<file path="config.mk">
export PLATFORM = sky130hd
export DESIGN_NAME = uart_tx_arbiter
export DESIGN_NICKNAME = d
export VERILOG_FILES = /design/src/rtl/uart_pkg.sv /design/src/rtl/rr_pick.sv /design/src/rtl/uart_tx_arbiter.sv
export SDC_FILE = /design/constraint.sdc
export NUM_CORES = 1
export LEC_CHECK = 0
export ABC_AREA = 1
export CORE_ASPECT_RATIO = 1.2
export CORE_MARGIN = 1.5
export CORE_UTILIZATION = 54
export CTS_BUF_LIST = sky130_fd_sc_hd__clkbuf_16
export CTS_CLUSTER_DIAMETER = 120
export CTS_CLUSTER_SIZE = 14
export DETAILED_ROUTE_END_ITERATION = 12
export GPL_ROUTABILITY_DRIVEN = 0
export GPL_TIMING_DRIVEN = 0
export HOLD_SLACK_MARGIN = 0.15
export PLACE_DENSITY = 0.91
export SYNTH_ARGS = -nofsm -noshare
export SYNTH_HDL_FRONTEND = slang
export SYNTH_SLANG_ARGS = --single-unit
</file>
<file path="constraint.sdc">
create_clock -name clk -period 2.79 [get_ports clk]
set_clock_uncertainty 0.05 [all_clocks]
set_input_delay 0.837 -clock clk [delete_from_list [all_inputs] [get_ports clk]]
set_output_delay 0.837 -clock clk [all_outputs]
set_load 0.01 [all_outputs]
</file>
<file path="src/rtl/uart_pkg.sv">
// Shared UART-side definitions: TX arbiter state encoding,
// response source IDs and command bytes.
package uart_pkg;

  typedef enum logic [2:0] {
    IDLE,
    WAIT_VALID,
    SEND,
    WAIT_HI,
    WAIT_LO
  } arb_state_t;

  localparam int SRC_DIGIT  = 0;
  localparam int SRC_SCORES = 1;
  localparam int SRC_STATUS = 2;

  localparam logic [7:0] CMD_DIGIT  = 8'hCC;
  localparam logic [7:0] CMD_SCORES = 8'hCD;

  // pointer width for n sources, never below one bit
  function automatic int ptr_w(input int n);
    return (n > 1) ? $clog2(n) : 1;
  endfunction

endpackage

</file>
<file path="src/rtl/rr_pick.sv">
// Round-robin priority encoder: first requester at or after ptr,
// wrapping modulo N, returned one-hot.
module rr_pick #(
  parameter int N  = 3,
  parameter int PW = 2
) (
  input  logic [N-1:0]  req,
  input  logic [PW-1:0] ptr,
  output logic [N-1:0]  gnt
);

  // scan from farthest to nearest so the nearest hit wins
  always_comb begin
    int j;
    gnt = '0;
    j = 0;
    for (int k = N - 1; k >= 0; k--) begin
      j = int'(ptr) + k;
      if (j >= N) j = j - N;
      for (int i = 0; i < N; i++) begin
        if (i == j && req[i]) begin
          gnt    = '0;
          gnt[i] = 1'b1;
        end
      end
    end
  end

endmodule

</file>
<file path="src/rtl/uart_tx_arbiter.sv">
// Round-robin packet arbiter sharing one uart_tx among N response
// sources; holds the grant until the packet's last byte is on the line.
module uart_tx_arbiter
  import uart_pkg::*;
#(
  parameter int N_SRC     = 3,
  parameter int WD_CYCLES = 1000000,
  parameter int BUSY_WAIT = 4
) (
  input  logic               clk,
  input  logic               rst,
  input  logic [N_SRC-1:0]   src_req,
  input  logic [8*N_SRC-1:0] src_data,
  input  logic [N_SRC-1:0]   src_valid,
  input  logic [N_SRC-1:0]   src_last,
  output logic [N_SRC-1:0]   src_grant,
  output logic [N_SRC-1:0]   src_ack,
  output logic [7:0]         tx_data,
  output logic               tx_send,
  input  logic               tx_busy,
  output logic               active,
  output logic               wd_err
);

  localparam int PW = ptr_w(N_SRC);
  localparam int WW = $clog2(WD_CYCLES + 1);
  localparam int BW = (BUSY_WAIT > 1) ? $clog2(BUSY_WAIT) : 1;

  arb_state_t       state, state_nxt;
  logic [PW-1:0]    rr_ptr, g_idx, pick_idx, g_nxt;
  logic [N_SRC-1:0] pick;
  logic [WW-1:0]    wd_cnt;
  logic [BW-1:0]    bw_cnt;
  logic             last_q;
  logic             cur_valid, cur_last;
  logic [7:0]       cur_data;
  logic             wd_hit, accept, rel;

  rr_pick #(
    .N  (N_SRC),
    .PW (PW)
  ) u_rr_pick (
    .req (src_req),
    .ptr (rr_ptr),
    .gnt (pick)
  );

  always_comb begin
    cur_valid = 1'b0;
    cur_last  = 1'b0;
    cur_data  = '0;
    pick_idx  = '0;
    for (int i = 0; i < N_SRC; i++) begin
      if (g_idx == PW'(i)) begin
        cur_valid = src_valid[i];
        cur_last  = src_last[i];
        cur_data  = src_data[8*i +: 8];
      end
      if (pick[i]) pick_idx = PW'(i);
    end
  end

  assign wd_hit = (state == WAIT_VALID) && !cur_valid
               && (wd_cnt == WW'(WD_CYCLES));
  assign accept = (state == WAIT_VALID) && cur_valid;
  assign rel    = wd_hit
               || ((state == WAIT_LO) && !tx_busy && last_q);
  assign g_nxt  = (g_idx == PW'(N_SRC - 1)) ? '0 : g_idx + 1'b1;
  assign active = |src_grant;

  always_ff @(posedge clk) begin
    if (rst) state <= IDLE;
    else     state <= state_nxt;
  end

  always_comb begin
    state_nxt = state;
    unique case (state)
      IDLE:
        if (|src_req) state_nxt = WAIT_VALID;
      WAIT_VALID:
        if (cur_valid)   state_nxt = SEND;
        else if (wd_hit) state_nxt = IDLE;
      SEND:
        if (!tx_busy) state_nxt = WAIT_HI;
      // a byte whose busy never shows up is taken as sent
      WAIT_HI:
        if (tx_busy || bw_cnt == BW'(BUSY_WAIT - 1))
          state_nxt = WAIT_LO;
      WAIT_LO:
        if (!tx_busy) state_nxt = last_q ? IDLE : WAIT_VALID;
      default: state_nxt = IDLE;
    endcase
  end

  always_comb begin
    src_ack = '0;
    tx_send = 1'b0;
    wd_err  = 1'b0;
    unique case (state)
      WAIT_VALID: begin
        if (cur_valid) src_ack = src_grant;
        wd_err = wd_hit;
      end
      SEND:    tx_send = !tx_busy;
      default: ;
    endcase
  end

  always_ff @(posedge clk) begin
    if (rst) begin
      src_grant <= '0;
      g_idx     <= '0;
      rr_ptr    <= '0;
      tx_data   <= '0;
      last_q    <= 1'b0;
      wd_cnt    <= '0;
      bw_cnt    <= '0;
    end else begin
      if (state == IDLE && |src_req) begin
        src_grant <= pick;
        g_idx     <= pick_idx;
      end
      if (rel) begin
        src_grant <= '0;
        rr_ptr    <= g_nxt;
      end
      if (accept) begin
        tx_data <= cur_data;
        last_q  <= cur_last;
      end
      if (state != WAIT_VALID || cur_valid)
        wd_cnt <= '0;
      else if (wd_cnt != WW'(WD_CYCLES))
        wd_cnt <= wd_cnt + 1'b1;
      if (state == WAIT_HI) bw_cnt <= bw_cnt + 1'b1;
      else                  bw_cnt <= '0;
    end
  end

endmodule

</file>
==> results of run 1 <==
## cells in the mapped netlist (2+ instances only)
cell | number | area [sq um]
nand2_2 | 4 | 25.02
inv_1 | 37 | 138.9
inv_2 | 9 | 33.78
o21ai_0 | 12 | 60.06
nor4_1 | 2 | 12.51
nor3_1 | 6 | 30.03
nor2_1 | 36 | 135.1
nor2_4 | 5 | 56.30
a21oi_2 | 3 | 26.28
nand3_2 | 4 | 40.04
buf_6 | 2 | 22.52
o21ai_1 | 3 | 15.01
clkbuf_1 | 2 | 7.510
dfxtp_1 | 41 | 820.8
xor2_1 | 5 | 43.79
nand3b_1 | 3 | 22.52
nand3_1 | 31 | 155.2
a21oi_1 | 34 | 170.2
nand4_1 | 5 | 31.28
ha_1 | 6 | 75.07
nand2_1 | 83 | 311.6
## sequential cells by signal (all words and copies together) (netlist names)
name       cells
bw_cnt         2
g_idx          2
last_q         1
rr_ptr         2
src_grant      3
state          3
tx_data        8
wd_cnt        20
## worst paths after layout
kind / start / end / slack (ns)
hold reg to reg: bw_cnt[0] / bw_cnt[0] / 0.39
setup reg to reg: state[2] / wd_cnt[3] / 1.09
hold / removal: bw_cnt[0] / bw_cnt[0] / 0.39
setup / recovery: src_valid[0] / wd_err / 0.04
## stage by stage
stage | std cells | TNS, ns | setup slack [ns]
after CTS | 464 | 0 | 0.004005
after global routing | 465 | 0 | 0.006657
after detailed placement | 454 | -1.915 | -0.5099
after floorplan | 346 | 0 | 0.5503
final | 465 | 0 | 0.04201
after global placement | 454 | -1.828 | -0.4813
## worst max-delay path, cell delays in order
cell	delay, ns
clkdlybuf4s50_1	0.41
nand2_2	0.09
nand3_4	0.11
nor2_4	0.13
nand2_4	0.09
inv_1	0.06
buf_2	0.13
## cell families after synthesis
family / synth area share (%)
flops: 34.84
xor+xnor: 1.859
fa+ha+maj: 3.186
buf+inv: 8.974
compound gates: 13.38
simple gates: 37.76
## cell usage in the layout (no fill, tap or decap), types with 2 or more instances in the layout
master | synthesis | routed
nand2_1 | 83 | 82
clkbuf_16 | 0 | 5
buf_6 | 2 | 2
nor4_1 | 2 | 2
ha_1 | 6 | 6
inv_1 | 37 | 38
buf_2 | 1 | 5
clkbuf_1 | 2 | 2
dlymetal6s2s_1 | 0 | 2
clkdlybuf4s50_1 | 0 | 45
nor2_2 | 1 | 2
nand2_2 | 4 | 3
nor2_4 | 5 | 5
a21oi_2 | 3 | 3
nand2_4 | 1 | 3
nand3b_1 | 3 | 3
xor2_1 | 5 | 5
nor3_1 | 6 | 6
nand3_1 | 31 | 30
nor2_1 | 36 | 35
inv_2 | 9 | 9
clkinv_1 | 1 | 2
nand3_2 | 4 | 4
nand4_1 | 5 | 5
o21ai_1 | 3 | 3
dfxtp_1 | 41 | 41
a21oi_1 | 34 | 34
o21ai_0 | 12 | 12
buf_4 | 0 | 3
## per-layer routing
layer | vias up | wire, um
met1 | 1085 | 2173
met3 | 24 | 330
met4 | 0 | 208
met2 | 86 | 3220
met5 | - | 0
li1 | 1249 | -
## layout make-up
cell class	count	area, sq um
fill	331	1086
inverter	47	176.4
clock inverter	3	37.54
sequential	41	820.8
timing repair buffer	55	526.8
clock buffer	5	125.1
tap	56	70.07
buffer	5	35.03
multi-input combinational	253	1351
## power breakdown
part | switching, mW | internal (mW) | leakage, nW
Clock | 0.225 | 0.415 | 0.0826
Sequential | 0.0589 | 0.658 | 0.332
Combinational | 0.369 | 0.291 | 0.923
Total | 0.652 | 1.36 | 1.34
## repair_timing
action	in CTS	in global routing
pin swaps	3	2
setup endpoints to repair	5	2
gates resized for setup	21	4
endpoints found under the hold margin	0	0
setup buffers	2	1
==> results.toml, run 1 <==
[worst_setup_path]
cp-end-kind = "output port"
arrival_ns = 1.86
path_class = "in -> out"
crit_path_start_kind = "input pin"
path_max_fanout = 6
r2r_cells = 9
required_ns = 1.90

[placed_design]
post_dp_cell_area_sq_um = 2947
dp_hpwl_um = 4488
portBuffers = 52

[sta]
hold_violations = 0
whs_ns = 0.3883
clock.fmax_mhz = 363.9
rsz0062_at_grt = "false"
finalCriticalPeriod_ns = 2.748
fin_crit_sh_pct = 98.49
tightest_slew_ns = 0.4578
slew_viol_final = 0
max_slew_margin_pct = 69.20
setup_viol = 0

[clock_tree]
ctsHtreeMaxLevel = 2
numCtsBuffers = 5
clk_path_buf_depth = 2
cts_tree = "yes"
root_buffer = "clkbuf_16"
clk_pin_slew_ns = 0.06
hold_buffers = 0
clk_latency_ns = 0.28
clkSinkCount = 41

[floorplanning]
dieArea_sq_um = 4770
coreArea_sq_um = 4229
start_util_pct = 55.71
rows = 26
die_x_um = 63.30
boundaryPins = 53
die_y_um = 75.36

[cells_and_area]
final_util_pct = 74.32
final_area_sq_um = 3143
antenna_cells = 0
area_delta_synth_final_pct = 33.40
fin_nets = 450
final_layout_size_suffix_gt1_share_pct = 12.22

[detailed_routing]
via_per_inst = 5.256
drt-total-wl_um = 5932
vias = 2444
drc = 0
routedWlPerCell_um = 12.76
dr.first_iter.drc_count = 180
first_pass_iters = 5
ant_nets = 0

[global_route]
met3_usage_pct = 7.533
grt_antenna_before_repair = 0
grt_first_pass_wirelength_um = 9867
top_usage_layer = "met2"
grtUsageMet2_pct = 54.61
grt_max_degree = 13
grtUsageMet1_pct = 24.28
grt_pass1_vias = 2353
grt_overflow = 0
gr-usage-all-layers_pct = 26.48

[logic_synthesis]
synth_cell_types = 34
yosysSeqAreaShare_pct = 34.84
synthFlopType = "dfxtp_1"
synthCells = 346
synth_area_sq_um = 2356
ys_seq_elements = 41
ys.warnings.count = 0
syn_avg_cell_area_sq_um = 6.809
synth_edf_count = 0
syn_nets = 388
synth-async-reset-ratio_pct = 0

[pwr]
p_per_area_nw_per_um2 = 641.8
vdd_ir_drop_max_v = 0.0004123
finalPower_mw = 2.017
leakagePower_nw = 1.338

[run_status]
run_status = "finished, final reports clean"

[worst_hold_path]
hold_path.class = "reg -> reg"
worstHoldPathCells = 1

[flow_run]
max-cap-violations = 0
No activity file was read; power rests on OpenSTA's default activity.
==> inputs of run 2 (changes only) <==
--- a/config.mk
+++ b/config.mk
@@ -7,7 +7,7 @@
 export LEC_CHECK = 0
 export ABC_AREA = 1
 export CORE_ASPECT_RATIO = 1.2
-export CORE_MARGIN = 1.5
+export CORE_MARGIN = 5
 export CORE_UTILIZATION = 54
 export CTS_BUF_LIST = sky130_fd_sc_hd__clkbuf_16
 export CTS_CLUSTER_DIAMETER = 120
@@ -17,6 +17,7 @@
 export GPL_TIMING_DRIVEN = 0
 export HOLD_SLACK_MARGIN = 0.15
 export PLACE_DENSITY = 0.91
+export RECOVER_POWER = 100
 export SYNTH_ARGS = -nofsm -noshare
 export SYNTH_HDL_FRONTEND = slang
 export SYNTH_SLANG_ARGS = --single-unit
==> run 2 against run 1 <==
- clock power fell by 16%
- highest routed layer unchanged
- global-route usage fell by 5.1 points
- sequential share of layout area rose by 0.45 points
- critical path depth did not move
- combinational power fell by 5.0%
- sequential power barely moved
- final cell count fell by 0.22%
==> results.toml, run 2 (same netlist as run 1, synthesis figures left out) <==
[cells_and_area]
final_common_cell = "nand2_1"
largest_reg_flops = 20
most-common-layout-cells = "nand2_1 (84), clkdlybuf4s50_1 (44), dfxtp_1 (41)"
final_layout_size_suffix_gt1_share_pct = 10.29
multi_input_area_sq_um = 1341
final_util_pct = 73.05
fin_nets = 450
nFillCells = 319
regMostFlops = "wd_cnt"
area_delta_synth_final_pct = 31.12
reg_top3 = "wd_cnt x20, tx_data x8"
seq_area_sq_um = 820.8
antenna_cells = 0

[worst_setup_path]
arrival_ns = 1.85
rr_startpoint = "g_idx[0]"
path_class = "in -> out"
path_max_fanout = 4
crit_path_start_kind = "input pin"
required_ns = 1.90
cp-end-kind = "output port"
cp-startpoint = "src_valid[0]"

[floorplanning]
die_x_um = 70.30
start_util_pct = 55.71
boundaryPins = 53
die_y_um = 82.36
rows = 26
coreArea_sq_um = 4229
dieArea_sq_um = 5789

[detailed_routing]
via_per_inst = 5.328
ant_nets = 0
dr.first_iter.drc_count = 146
vias = 2472
drt-total-wl_um = 6003
first_pass_iters = 4
routedWlPerCell_um = 12.94
drc = 0

[placed_design]
dpl_worst_slack_ns = -0.5072
dp_hpwl_um = 4669
portBuffers = 52

[sta]
finalCriticalPeriod_ns = 2.741
slew_viol_final = 0
tightest_slew_ns = 0.5960
hold_violations = 0
max_slew_margin_pct = 60.27
fin_crit_sh_pct = 98.24
setup_viol = 0
setup_ws_ns = 0.04914
clock.fmax_mhz = 364.9

[pwr]
vdd_ir_drop_max_v = 0.0003893
leakagePower_nw = 1.304
finalPower_mw = 1.884
p_per_area_nw_per_um2 = 609.9

[clock_tree]
clk_latency_ns = 0.28
hold_buffers = 0
clk_pin_slew_ns = 0.06
clkSinkCount = 41
clk_path_buf_depth = 2
ctsHtreeMaxLevel = 2
root_buffer = "clkbuf_16"
cts_tree = "yes"
numCtsBuffers = 5

[worst_hold_path]
hold_start = "bw_cnt[0]"
hold_path.class = "reg -> reg"

[global_route]
grt_pass1_vias = 2426
grt_first_pass_wirelength_um = 9956
grt_antenna_before_repair = 0
grt_max_degree = 12
grt_overflow = 0
gr-usage-all-layers_pct = 21.42

[flow_run]
max-cap-violations = 0

[run_status]
run_status = "finished, final reports clean"
-- run 2: cell type report --
cell class,instances,area share (%)
multi-input combinational,253,43.42
sequential,41,26.57
timing repair buffer,55,17.13
inverter,47,5.711
clock buffer,5,4.050
tap,56,2.268
buffer,5,0.6075
clock inverter,2,0.2430
-- run 2: layer usage --
layer  track usage [%]  part of all wire [%]  up-vias
li1                  -                     -     1245
met1             19.11                    36     1128
met2             43.26                    53       80
met3             6.538                   7.5       19
met4             10.73                   3.0        0
met5                 0                     0        -
-- run 2: worst paths after layout --
| path | endpoint | slack, ns | cells after the start |
|---|---|---|---|
| setup reg to reg | wd_cnt[0] | 0.77 | 8 |
| hold reg to reg | bw_cnt[0] | 0.40 | 1 |
| hold / removal | bw_cnt[0] | 0.40 | 1 |
| setup / recovery | wd_err | 0.05 | 7 |
-- run 2: what timing repair did --
item	in CTS	in global routing
setup endpoints to repair	5	4
gates cloned	0	0
pin swaps	2	4
buffers inserted	2	1
gates resized for setup	22	5
-- run 2: report_power, final --
group | total, mW | switching [mW] | leakage, nW | internal [mW]
Sequential | 0.718 | 0.0593 | 0.332 | 0.658
Combinational | 0.627 | 0.357 | 0.903 | 0.270
Clock | 0.539 | 0.219 | 0.0685 | 0.320
-- run 2: metrics by stage --
stage          instance area [sq um]  instances  hold WS [ns]   TNS (ns)
3_3_place_gp                    2947        454        0.3695     -1.802
5_1_grt                         3089        464        0.4269  -0.002596
3_5_place_dp                    2947        454        0.3907     -1.935
2_1_floorplan                   2356        346        0.3537          0
4_1_cts                         3102        463        0.4029          0
6_report                        3089        464        0.4010          0
-- run 2: critical path, cell delays in order --
cell and delay, ns:
clkdlybuf4s50_1 0.40, nand2_1 0.11, nand3_4 0.12, nor2_4 0.13, nand2_4 0.08, inv_1 0.07, buf_6 0.10
==> inputs of run 3 (changes only) <==
--- a/config.mk
+++ b/config.mk
@@ -21,3 +21,4 @@
 export SYNTH_ARGS = -nofsm -noshare
 export SYNTH_HDL_FRONTEND = slang
 export SYNTH_SLANG_ARGS = --single-unit
+export TNS_END_PERCENT = 1
==> run 3 against run 2 <==
- sequential share of layout area is 0.36 points lower
- clock power is essentially flat
- non-clock buffer count unchanged
- via count up 0.36%
- maximum frequency fell by 0.93%
- global-route usage fell by 0.10 points
- register-to-register slack lost 0.04 ns
- critical path type unchanged
==> results.toml, run 3 (same netlist as run 1, synthesis figures left out) <==
[run_status]
run_status = "finished, final reports clean"

[global_route]
grt_first_pass_wirelength_um = 9908
grt_max_degree = 12
gr-usage-all-layers_pct = 21.32
grt_antenna_before_repair = 0
grt_pass1_vias = 2405
grt_overflow = 0

[cells_and_area]
antenna_cells = 0
final_common_cell = "nand2_1"
area_delta_synth_final_pct = 32.93
multi_input_area_sq_um = 1365
final_area_sq_um = 3132
final_util_pct = 74.05
fin_nets = 450
seq_area_sq_um = 820.8
reg_top3 = "wd_cnt x20, tx_data x8"
final_layout_size_suffix_gt1_share_pct = 10.54
largest_reg_flops = 20
regMostFlops = "wd_cnt"
nFillCells = 316
most-common-layout-cells = "nand2_1 (84), dfxtp_1 (41), inv_1 (39), clkdlybuf4s50_1 (39), a21oi_1 (34)"

[detailed_routing]
routedWlPerCell_um = 13.22
ant_nets = 0
first_pass_iters = 4
via_per_inst = 5.347
vias = 2481
drc = 0
drt-total-wl_um = 6133
dr.first_iter.drc_count = 118

[floorplanning]
rows = 26
boundaryPins = 53
start_util_pct = 55.71
die_y_um = 82.36
dieArea_sq_um = 5789
die_x_um = 70.30
coreArea_sq_um = 4229

[worst_setup_path]
cp_slowest_cell = "clkdlybuf4s50_1"
cp-end-kind = "output port"
crit_path_start_kind = "input pin"
cp_cell_sequence = "clkdlybuf4s50_1 > nand2_1 > nand3_4 > nor2_4 > nand2_4 > inv_2 > buf_6"
cpPeakStageDelay_ns = 0.40
path_class = "in -> out"
crit_buf_inv = 3
required_ns = 1.90
cpLargestDelayFamily = "buffers and inverters"
arrival_ns = 1.88
path_max_fanout = 4

[pwr]
p_per_area_nw_per_um2 = 607.4
leakagePower_nw = 1.311
vdd_ir_drop_max_v = 0.0003835

[placed_design]
post_dp_cell_area_sq_um = 2947
dp_hpwl_um = 4669
portBuffers = 52

[sta]
slew_viol_final = 0
finalCriticalPeriod_ns = 2.767
fin_crit_sh_pct = 99.16
clock.fmax_mhz = 361.5
tightest_slew_ns = 0.5979
max_slew_margin_pct = 60.14
setup_viol = 0
whs_ns = 0.4038
hold_violations = 0
fin_tns_setup_ns = 0

[flow_run]
max-cap-violations = 0

[clock_tree]
clkSinkCount = 41
clk_path_buf_depth = 2
ctsHtreeMaxLevel = 2
numCtsBuffers = 5
clk_latency_ns = 0.28
cts_tree = "yes"
root_buffer = "clkbuf_16"
clk_pin_slew_ns = 0.06

[worst_hold_path]
hold_path.class = "reg -> reg"
run 3: cell types whose count changed in the layout (fill, tap and decap cells not counted), sizes merged:
cell           before  now
clkdlybuf4s50      44   39
dlygate4sd3         1    6
run 3: what timing repair did:
action | in CTS | in global routing
setup endpoints to repair | 5 | 4
setup buffers | 1 | 2
resized for setup | 22 | 13
hold buffers | 0 | 0
pin swaps | 2 | 6
run 3: routing by layer:
layer / up-vias / part of all wire [%] / global-route usage (%)
met2: 82 / 53 / 43.26
met5: - / 0 / 0
li1: 1241 / - / -
met1: 1137 / 37 / 19.11
met4: 0 / 3.2 / 10.15
met3: 21 / 6.9 / 6.416
run 3: layout make-up:
type | instances | area share, %
Buffer | 5 | 0.5993
Clock buffer | 5 | 3.995
Clock inverter | 2 | 0.2397
Inverter | 47 | 5.633
Multi-Input combinational cell | 253 | 43.59
Sequential cell | 41 | 26.21
Tap cell | 56 | 2.237
Timing Repair Buffer | 55 | 17.50
run 3: stage by stage:
step                instances  worst slack, ns  power, mW
global placement          454          -0.4779      1.330
global route              464         -0.02429      2.010
finish                    464          0.02339      1.902
floorplan                 346           0.5503      1.100
CTS                       462        0.0004605      1.898
detailed placement        454          -0.5072      1.351
run 3: path summary, 6_finish.rpt:
path | cells past startpoint | from | to | slack [ns]
max | 7 | src_valid[0] | wd_err | 0.02
max reg2reg | 8 | g_idx[0] | wd_cnt[0] | 0.73
min reg2reg | 1 | bw_cnt[0] | bw_cnt[0] | 0.40
min | 1 | bw_cnt[0] | bw_cnt[0] | 0.40
run 3: where the power goes:
group	total (mW)	leakage [nW]	internal (mW)	switching (mW)
registers	0.717	0.332	0.658	0.0585
clock network	0.539	0.0685	0.320	0.219
logic	0.647	0.910	0.270	0.377
total	1.90	1.31	1.25	0.654
